File: src/rtl/luhn_pkg.sv
// rtl/luhn_pkg.sv - shared digit type and modulus for the Luhn generator and validator
package luhn_pkg;

    typedef logic [3:0] digit_t;

    localparam int LUHN_MOD = 10;

endpackage

File: src/rtl/luhn_dbl_digit.sv
// rtl/luhn_dbl_digit.sv - Luhn doubling: 2d for d<=4, else 2d-9, truncated to 4 bits
module luhn_dbl_digit
    import luhn_pkg::*;
(
    input  logic [3:0] i_digit,
    output logic [3:0] o_digit
);

    localparam logic [4:0] FOLD = 5'(LUHN_MOD - 1);

    logic [4:0] w_dbl;

    assign w_dbl   = {i_digit, 1'b0};
    // Non-BCD inputs fall through the same map and simply wrap at 4 bits.
    assign o_digit = (i_digit <= 4'd4) ? w_dbl[3:0] : 4'(w_dbl - FOLD);

endmodule

File: src/rtl/luhn_check_gen.sv
// rtl/luhn_check_gen.sv - streaming Luhn check-digit generator; optional LUHN_GEN_BCD_CHECK_EN flags non-BCD digits
module luhn_check_gen
    import luhn_pkg::*;
#(
    parameter int NUM_DIGITS = 16
) (
    input  logic       clk,
    input  logic       rst,
    input  logic       flush,
    input  logic       in_valid,
    output logic       in_ready,
    input  logic [3:0] in_digit,
    output logic       out_valid,
    input  logic       out_ready,
    output logic [3:0] out_check,
    output logic       out_err
);

    localparam int               CNT_W    = $clog2(NUM_DIGITS);
    localparam logic [CNT_W-1:0] LAST_IDX = CNT_W'(NUM_DIGITS - 2);
    localparam logic             LAST_ODD = 1'((NUM_DIGITS - 1) % 2);
    localparam logic [4:0]       MOD5     = 5'(LUHN_MOD);
    localparam logic [4:0]       MOD5X2   = 5'(2 * LUHN_MOD);

    localparam logic S_COLLECT = 1'b0;
    localparam logic S_RESULT  = 1'b1;

    logic             r_state;
    logic [CNT_W-1:0] r_cnt;
    digit_t           r_sum;

    digit_t     w_folded;
    digit_t     w_term;
    digit_t     w_sum_next;
    logic       w_double;
    logic       w_accept;
    logic [4:0] w_acc;

    luhn_dbl_digit u_dbl (
        .i_digit (in_digit),
        .o_digit (w_folded)
    );

    // Digit k is doubled when its distance from the check digit is odd.
    assign w_double = r_cnt[0] ^ LAST_ODD;
    assign w_accept = in_valid && (r_state == S_COLLECT);

`ifdef LUHN_GEN_BCD_CHECK_EN
    logic r_err;
    logic w_bad;

    assign w_bad   = in_digit > 4'd9;
    assign w_term  = w_bad ? 4'd0 : (w_double ? w_folded : in_digit);
    assign out_err = out_valid && r_err;
`else
    assign w_term  = w_double ? w_folded : in_digit;
    assign out_err = 1'b0;
`endif

    // Term can reach 15 without the BCD check, so the sum may need two folds.
    assign w_acc      = {1'b0, r_sum} + {1'b0, w_term};
    assign w_sum_next = (w_acc >= MOD5X2) ? 4'(w_acc - MOD5X2) :
                        (w_acc >= MOD5)   ? 4'(w_acc - MOD5)   : w_acc[3:0];

    assign in_ready  = (r_state == S_COLLECT);
    assign out_valid = (r_state == S_RESULT);
    assign out_check = !out_valid    ? 4'd0 :
                       (r_sum == '0) ? 4'd0 : 4'(MOD5 - {1'b0, r_sum});

    always_ff @(posedge clk or posedge rst) begin
        if (rst) begin
            r_state <= S_COLLECT;
            r_cnt   <= '0;
            r_sum   <= '0;
`ifdef LUHN_GEN_BCD_CHECK_EN
            r_err   <= 1'b0;
`endif
        end else if (flush) begin
            r_state <= S_COLLECT;
            r_cnt   <= '0;
            r_sum   <= '0;
`ifdef LUHN_GEN_BCD_CHECK_EN
            r_err   <= 1'b0;
`endif
        end else if (r_state == S_COLLECT) begin
            if (w_accept) begin
                r_sum <= w_sum_next;
`ifdef LUHN_GEN_BCD_CHECK_EN
                r_err <= r_err | w_bad;
`endif
                if (r_cnt == LAST_IDX) begin
                    r_state <= S_RESULT;
                end else begin
                    r_cnt <= r_cnt + CNT_W'(1);
                end
            end
        end else if (out_ready) begin
            r_state <= S_COLLECT;
            r_cnt   <= '0;
            r_sum   <= '0;
`ifdef LUHN_GEN_BCD_CHECK_EN
            r_err   <= 1'b0;
`endif
        end
    end

endmodule

File: config.mk
export PLATFORM = sky130hd
export DESIGN_NAME = luhn_check_gen
export DESIGN_NICKNAME = d
export VERILOG_FILES = /design/src/rtl/luhn_pkg.sv /design/src/rtl/luhn_dbl_digit.sv /design/src/rtl/luhn_check_gen.sv
export SDC_FILE = /design/constraint.sdc
export NUM_CORES = 1
export LEC_CHECK = 0
export ABC_AREA = 0
export ABC_CLOCK_PERIOD_IN_PS = 2800
export CAP_MARGIN = 40
export CORE_MARGIN = 5
export CORE_UTILIZATION = 47
export CTS_CLUSTER_SIZE = 20
export DETAILED_ROUTE_END_ITERATION = 16
export PLACE_DENSITY = 0.75
export SYNTH_ARGS = -nofsm -noshare
export SYNTH_HDL_FRONTEND = slang
export SYNTH_SLANG_ARGS = --single-unit
File: constraint.sdc
create_clock -name clk -period 2.8 [get_ports clk]
set_input_delay 0.42 -clock clk [delete_from_list [all_inputs] [get_ports clk]]
set_output_delay 0.42 -clock clk [all_outputs]
set_load 0.02 [all_outputs]
==> results of run 1 <==
[cells by family after synthesis]
group | Yosys count | share of synthesized area [%]
AND/OR/NAND/NOR | 43 | 23.2
XOR/XNOR | 4 | 3.82
flip-flops | 9 | 24.6
other | 1 | 0.409
buffers and inverters | 14 | 6.14
AO/OA/AOI/OAI | 30 | 21.0
multiplexers | 2 | 2.32
adder cells (fa/ha/maj) | 13 | 18.6
[cells in the mapped netlist, drive strengths merged]
| library cell | n |
|---|---|
| o22a | 1 |
| and3b | 1 |
| or3 | 1 |
| nor3b | 1 |
| o21ai | 5 |
| buf | 1 |
| or2 | 1 |
| and3 | 1 |
| a22oi | 1 |
| o32ai | 1 |
| a22o | 1 |
| nand4 | 1 |
| inv | 12 |
| conb | 1 |
| fa | 1 |
| and2 | 1 |
| o221a | 1 |
| nand2b | 2 |
| ha | 12 |
| nor2 | 15 |
| nand3 | 4 |
| dfrtp | 9 |
| mux2i | 1 |
| nor3 | 2 |
| a21boi | 2 |
| a21oi | 12 |
| or4 | 2 |
| xor2 | 3 |
| o2111ai | 2 |
| xnor2 | 1 |
| nand2 | 9 |
| a21o | 3 |
| clkbuf | 1 |
| mux2 | 1 |
| o21bai | 1 |
| nand3b | 1 |
| nor2b | 1 |
[state kept, by name, indices dropped and copies added, names as in the netlist]
| register | flops |
|---|---|
| r_sum | 4 |
| r_cnt | 4 |
| out_valid | 1 |
[per-layer routing]
layer	routed length (um)	share of wire (%)	global-route usage, %
met5	0	0	0
met4	12	0.56	4.98
met3	68	3.1	4.99
met2	1070	50	27.7
met1	1000	46	21.2
[final cells by class]
cell class	count	area (um^2)
Tap cell	27	33.8
Clock buffer	4	26.3
Sequential cell	9	225
Fill cell	162	589
Multi-Input combinational cell	93	689
Inverter	12	65.1
Timing Repair Buffer	30	273
[power groups by stage]
stage               sequential, mW  clock (mW)  combinational [mW]
floorplan                    0.179           0               0.373
global placement             0.191           0               0.548
detailed placement           0.192           0               0.573
CTS                          0.189       0.104               0.604
global route                 0.198       0.115               0.689
finish                       0.195       0.101               0.623
[final timing paths]
check	from	endpoint	slack, ns
max	in_digit[1]	r_sum[1]	0.005
min	rst	r_sum[2]	0.41
max reg2reg	r_cnt[0]	r_sum[1]	0.13
min reg2reg	r_cnt[3]	r_cnt[3]	0.55
max in group asynchronous	rst	r_sum[0]	2.14
min in group clk	r_cnt[3]	r_cnt[3]	0.55
[through the flow]
step / power, mW / util (%) / std cells
after floorplan: 0.552 / - / 116
after global placement: 0.739 / 64.6 / 168
after detailed placement: 0.764 / 64.6 / 168
after CTS: 0.897 / 67.5 / 174
after global routing: 1.00 / 69.0 / 175
final: 0.918 / 69.0 / 175
[repair_timing]
item,CTS,global route
pin swaps,2,3
setup buffers,2,1
setup endpoints to repair,3,2
resized for setup,19,3
==> flow_summary.json, run 1 <==
{
  "drv_cap": 0,
  "yosys.area.top_type_share_pct": 24.6,
  "crit_type": "input pin to register",
  "crit_cells": 16,
  "crit_path_end_kind": "register",
  "ios": 16,
  "vias_per_cell": 5.07,
  "die_h_um": 54.2,
  "ant_nets": 0,
  "synthesis.nets": 138,
  "syn_inst": 116,
  "num_rows": 16,
  "dp_hpwl_um": 1780,
  "p_int_mw": 0.543,
  "crit_family": "adder cells",
  "drv_slew": 0,
  "rsz0062_at_grt": "true",
  "die_area_mm2": 0.00293,
  "initial_core_util_pct": 48.2,
  "tritoncts": "built",
  "clockBufferDepth": 2,
  "fin_crit_sh_pct": 99.8,
  "yosysWarningCount": 0,
  "p_seq_share_pct": 21.2,
  "cp.arrival_ns": 3.00,
  "hold_slack_ns": 0.411,
  "grtUsageTotal_pct": 16.9,
  "gr-total-overflow": 0,
  "insertion_delay_ns": 0.26,
  "fin_nets": 171,
  "swShare_pct": 40.8,
  "routed_wl_um": 2160,
  "worst-path-buf-inv": 4,
  "status": "finished, final reports clean",
  "p_per_area_mw_per_mm2": 700,
  "final_cell_mix": "buf_4 (16), nor2_1 (15), a21oi_1 (12)",
  "switchingPower_mw": 0.375,
  "hp-class": "input pin to asynchronous set/reset pin",
  "synth.distinct_cells": 39,
  "path_cells": "buf_12 > inv_12 > ha_4 > inv_2 > a21o_1 > nor2_1 > a21oi_1 > ha_2 > inv_2 > fa_2 > xor2_2 > ha_2 > a21boi_4 > or4_4 > o221a_1 > nand2_1",
  "fp.dieW_um": 54.2,
  "wl_per_cell_um": 12.3,
  "finalHoldViolCount": 0,
  "pwr-share-clk_pct": 11.0,
  "synth-seq-area-share_pct": 24.6,
  "worstSetupStartpointType": "input pin",
  "place_ws_ns": -0.887,
  "io_buffers": 14,
  "slowest_stage": "or4_4",
  "comb_power_share_pct": 67.8,
  "synthTopCellsByArea": "dfrtp_1 (25%), ha_1 (16%), a21oi_1 (6.5%)",
  "setup_violations": 0,
  "path_max_fanout": 3,
  "htreeDepth": 1,
  "worst_slack_ns": 0.00539,
  "post-route-drc-count": 0,
  "ys_seq_elements": 9,
  "gp_congestion": 0.732,
  "grt_max_degree": 10,
  "finalCriticalPeriod_ns": 2.79,
  "grt_pass1_vias": 864,
  "final_cell_area_mm2": 0.00131,
  "design.core.area_mm2": 0.00190,
  "syn_area_um2": 917,
  "grt_antenna_before_repair": 0,
  "synth_area_leader_cell": "dfrtp_1",
  "finClkSkew_ns": 0.00311,
  "clk_pin_slew_ns": 0.06,
  "areaGrowthSynthToFinish_pct": 43.1,
  "final_common_cell": "buf_4",
  "layout-drive-gt1-share_pct": 24.3,
  "n_antenna_cell": 0,
  "holdBufCountCts": 0,
  "vias": 887,
  "grt_pass1_wl_um": 3620,
  "rr_worst_depth": 11,
  "cpPeakStageDelay_ns": 0.49,
  "numCtsBuffers": 3,
  "first_pass_iters": 3,
  "required_ns": 3.00,
  "power_leakage_nw": 0.599,
  "drt_iter0_markers": 9,
  "placed_cell_area_mm2": 0.00123,
  "finalSetupTns_ns": 0,
  "max_freq_ghz": 0.358,
  "cts.sinks": 9,
  "ir_worst_vdd_mv": 0.506,
  "synth_area_per_cell_um2": 7.91,
  "cts-root-buf": "clkbuf_4"
}
Power figures use the tool's default switching activity.
==> inputs of run 2 (changes only) <==
--- a/config.mk
+++ b/config.mk
@@ -8,11 +8,13 @@
 export ABC_AREA = 0
 export ABC_CLOCK_PERIOD_IN_PS = 2800
 export CAP_MARGIN = 40
+export CELL_PAD_IN_SITES_DETAIL_PLACEMENT = 0
+export CELL_PAD_IN_SITES_GLOBAL_PLACEMENT = 2
 export CORE_MARGIN = 5
-export CORE_UTILIZATION = 47
+export CORE_UTILIZATION = 27
 export CTS_CLUSTER_SIZE = 20
 export DETAILED_ROUTE_END_ITERATION = 16
-export PLACE_DENSITY = 0.75
+export PLACE_DENSITY_LB_ADDON = 0.1
 export SYNTH_ARGS = -nofsm -noshare
 export SYNTH_HDL_FRONTEND = slang
 export SYNTH_SLANG_ARGS = --single-unit
==> flow_summary.json, run 2 (synthesis gave the netlist of run 1 again) <==
{
  "place_ws_ns": -0.840,
  "rr_worst_depth": 10,
  "insertion_delay_ns": 0.26,
  "crit_path_end_kind": "register",
  "final_cell_mix": "buf_4 (21), nor2_1 (15), a21oi_1 (11)",
  "rsz0062_at_grt": "true",
  "die_h_um": 68.3,
  "numCtsBuffers": 3,
  "required_ns": 3.00,
  "wl_per_cell_um": 11.6,
  "worst_slack_ns": 0.0111,
  "fin_crit_sh_pct": 99.6,
  "p_per_area_mw_per_mm2": 705,
  "routed_wl_um": 2310,
  "grt_max_degree": 10,
  "status": "finished, final reports clean",
  "layout-drive-gt1-share_pct": 28.8,
  "r2r-start": "r_cnt[0]",
  "regToRegSetupSlack_ns": 0.21,
  "grt_pass1_vias": 913,
  "worstSetupStartpointType": "input pin",
  "drv_cap": 0,
  "num_rows": 21,
  "htreeDepth": 1,
  "areaGrowthSynthToFinish_pct": 51.2,
  "grtUsageTotal_pct": 11.1,
  "finalCriticalPeriod_ns": 2.79,
  "n_antenna_cell": 0,
  "hp-class": "input pin to asynchronous set/reset pin",
  "die_area_mm2": 0.00466,
  "design.core.area_mm2": 0.00331,
  "ir_worst_vdd_mv": 0.314,
  "fin_nets": 176,
  "p_int_mw": 0.585,
  "switchingPower_mw": 0.393,
  "ant_nets": 0,
  "hold_slack_ns": 0.418,
  "pwr-share-clk_pct": 10.1,
  "setup_violations": 0,
  "vias_per_cell": 4.63,
  "r2r_end": "r_sum[1]",
  "cp.arrival_ns": 2.99,
  "gp_congestion": 0.747,
  "crit_type": "input pin to register",
  "fin_util_pct": 41.9,
  "cts.sinks": 9,
  "fin_cells": 199,
  "cts-root-buf": "clkbuf_4",
  "drt_iter0_markers": 27,
  "finClkSkew_ns": 0.000482,
  "critPathLaunch": "in_digit[1]",
  "initial_core_util_pct": 27.7,
  "tritoncts": "built",
  "clk_pin_slew_ns": 0.06,
  "max_freq_ghz": 0.359,
  "fp.dieW_um": 68.3,
  "final_common_cell": "buf_4",
  "gr-total-overflow": 0,
  "ios": 16,
  "dp_hpwl_um": 1960,
  "post-route-drc-count": 0,
  "p_total_mw": 0.978,
  "comb_power_share_pct": 70.5,
  "p_seq_share_pct": 19.4,
  "io_buffers": 14,
  "placedCellCount": 194,
  "drv_slew": 0,
  "vias": 922,
  "swShare_pct": 40.2,
  "path_max_fanout": 3,
  "grt_antenna_before_repair": 0,
  "finalHoldViolCount": 0,
  "clockBufferDepth": 2,
  "grt_pass1_wl_um": 3870,
  "power_leakage_nw": 0.625,
  "first_pass_iters": 4
}
==> run 2: cell count changes in the layout (fill, tap and decap cells not counted), sizes merged <==
cell and delta:
buf +5
==> run 2: what timing repair did <==
action	4_1_cts	5_1_grt
pin swaps	9	8
hold buffers	0	0
resized for setup	20	6
hold endpoints to repair	0	0
setup buffers	1	0
setup endpoints to repair	3	3
==> run 2: worst max path at each step <==
| stage | endpoint | slack [ns] | depth (start not counted) |
|---|---|---|---|
| floorplan | r_sum[1] | -0.07 | 15 |
| global placement | r_sum[2] | -0.85 | 15 |
| detailed placement | r_sum[1] | -0.84 | 16 |
| CTS | r_sum[1] | -0.09 | 16 |
| global route | r_sum[1] | -0.09 | 16 |
| finish | r_sum[1] | 0.01 | 16 |
==> run 2: worst max-delay path, cell delays in order <==
cell      delay (ns)
buf_12          0.09
inv_12          0.03
ha_4            0.14
inv_2           0.03
a21o_1          0.15
nor2_1          0.06
a21oi_1         0.12
ha_2            0.20
inv_2           0.04
fa_2            0.39
xor2_4          0.18
ha_2            0.19
a21boi_4        0.14
or4_4           0.49
o221a_1         0.25
nand2_1         0.06
==> run 2: power groups by stage <==
stage	Sequential, mW	Combinational [mW]	Clock [mW]
floorplan	0.179	0.373	0
global placement	0.194	0.619	0
detailed placement	0.195	0.630	0
CTS	0.192	0.660	0.104
global route	0.196	0.764	0.112
finish	0.190	0.689	0.0988
==> run 2: metrics by stage <==
stage,cell area (um^2),TNS (ns)
after floorplan,968,-0.0724
after global placement,1310,-2.25
after detailed placement,1310,-2.31
after CTS,1360,-0.0987
after global routing,1390,-0.0897
final,1390,0
==> run 2: area by class of cell <==
| type | count | area, um^2 |
|---|---|---|
| fill | 373 | 1920 |
| inverter | 12 | 65.1 |
| multi-input combinational | 93 | 702 |
| timing repair buffer | 35 | 310 |
| sequential | 9 | 225 |
| clock buffer | 4 | 26.3 |
| tap | 46 | 57.6 |
==> run 2: metal layers <==
metal | track usage (%) | wire (um) | vias up
met3 | 2.96 | 101 | 0
met4 | 1.49 | 0 | 0
li1 | - | - | 477
met1 | 12.4 | 1020 | 427
met2 | 21.1 | 1190 | 18
met5 | 0 | 0 | -
==> inputs of run 3 (changes only) <==
--- a/config.mk
+++ b/config.mk
@@ -7,7 +7,6 @@
 export LEC_CHECK = 0
 export ABC_AREA = 0
 export ABC_CLOCK_PERIOD_IN_PS = 2800
-export CAP_MARGIN = 40
 export CELL_PAD_IN_SITES_DETAIL_PLACEMENT = 0
 export CELL_PAD_IN_SITES_GLOBAL_PLACEMENT = 2
 export CORE_MARGIN = 5
==> results of run 3 <==
The final DEF is identical to that of run 2; final timing and power are the same.
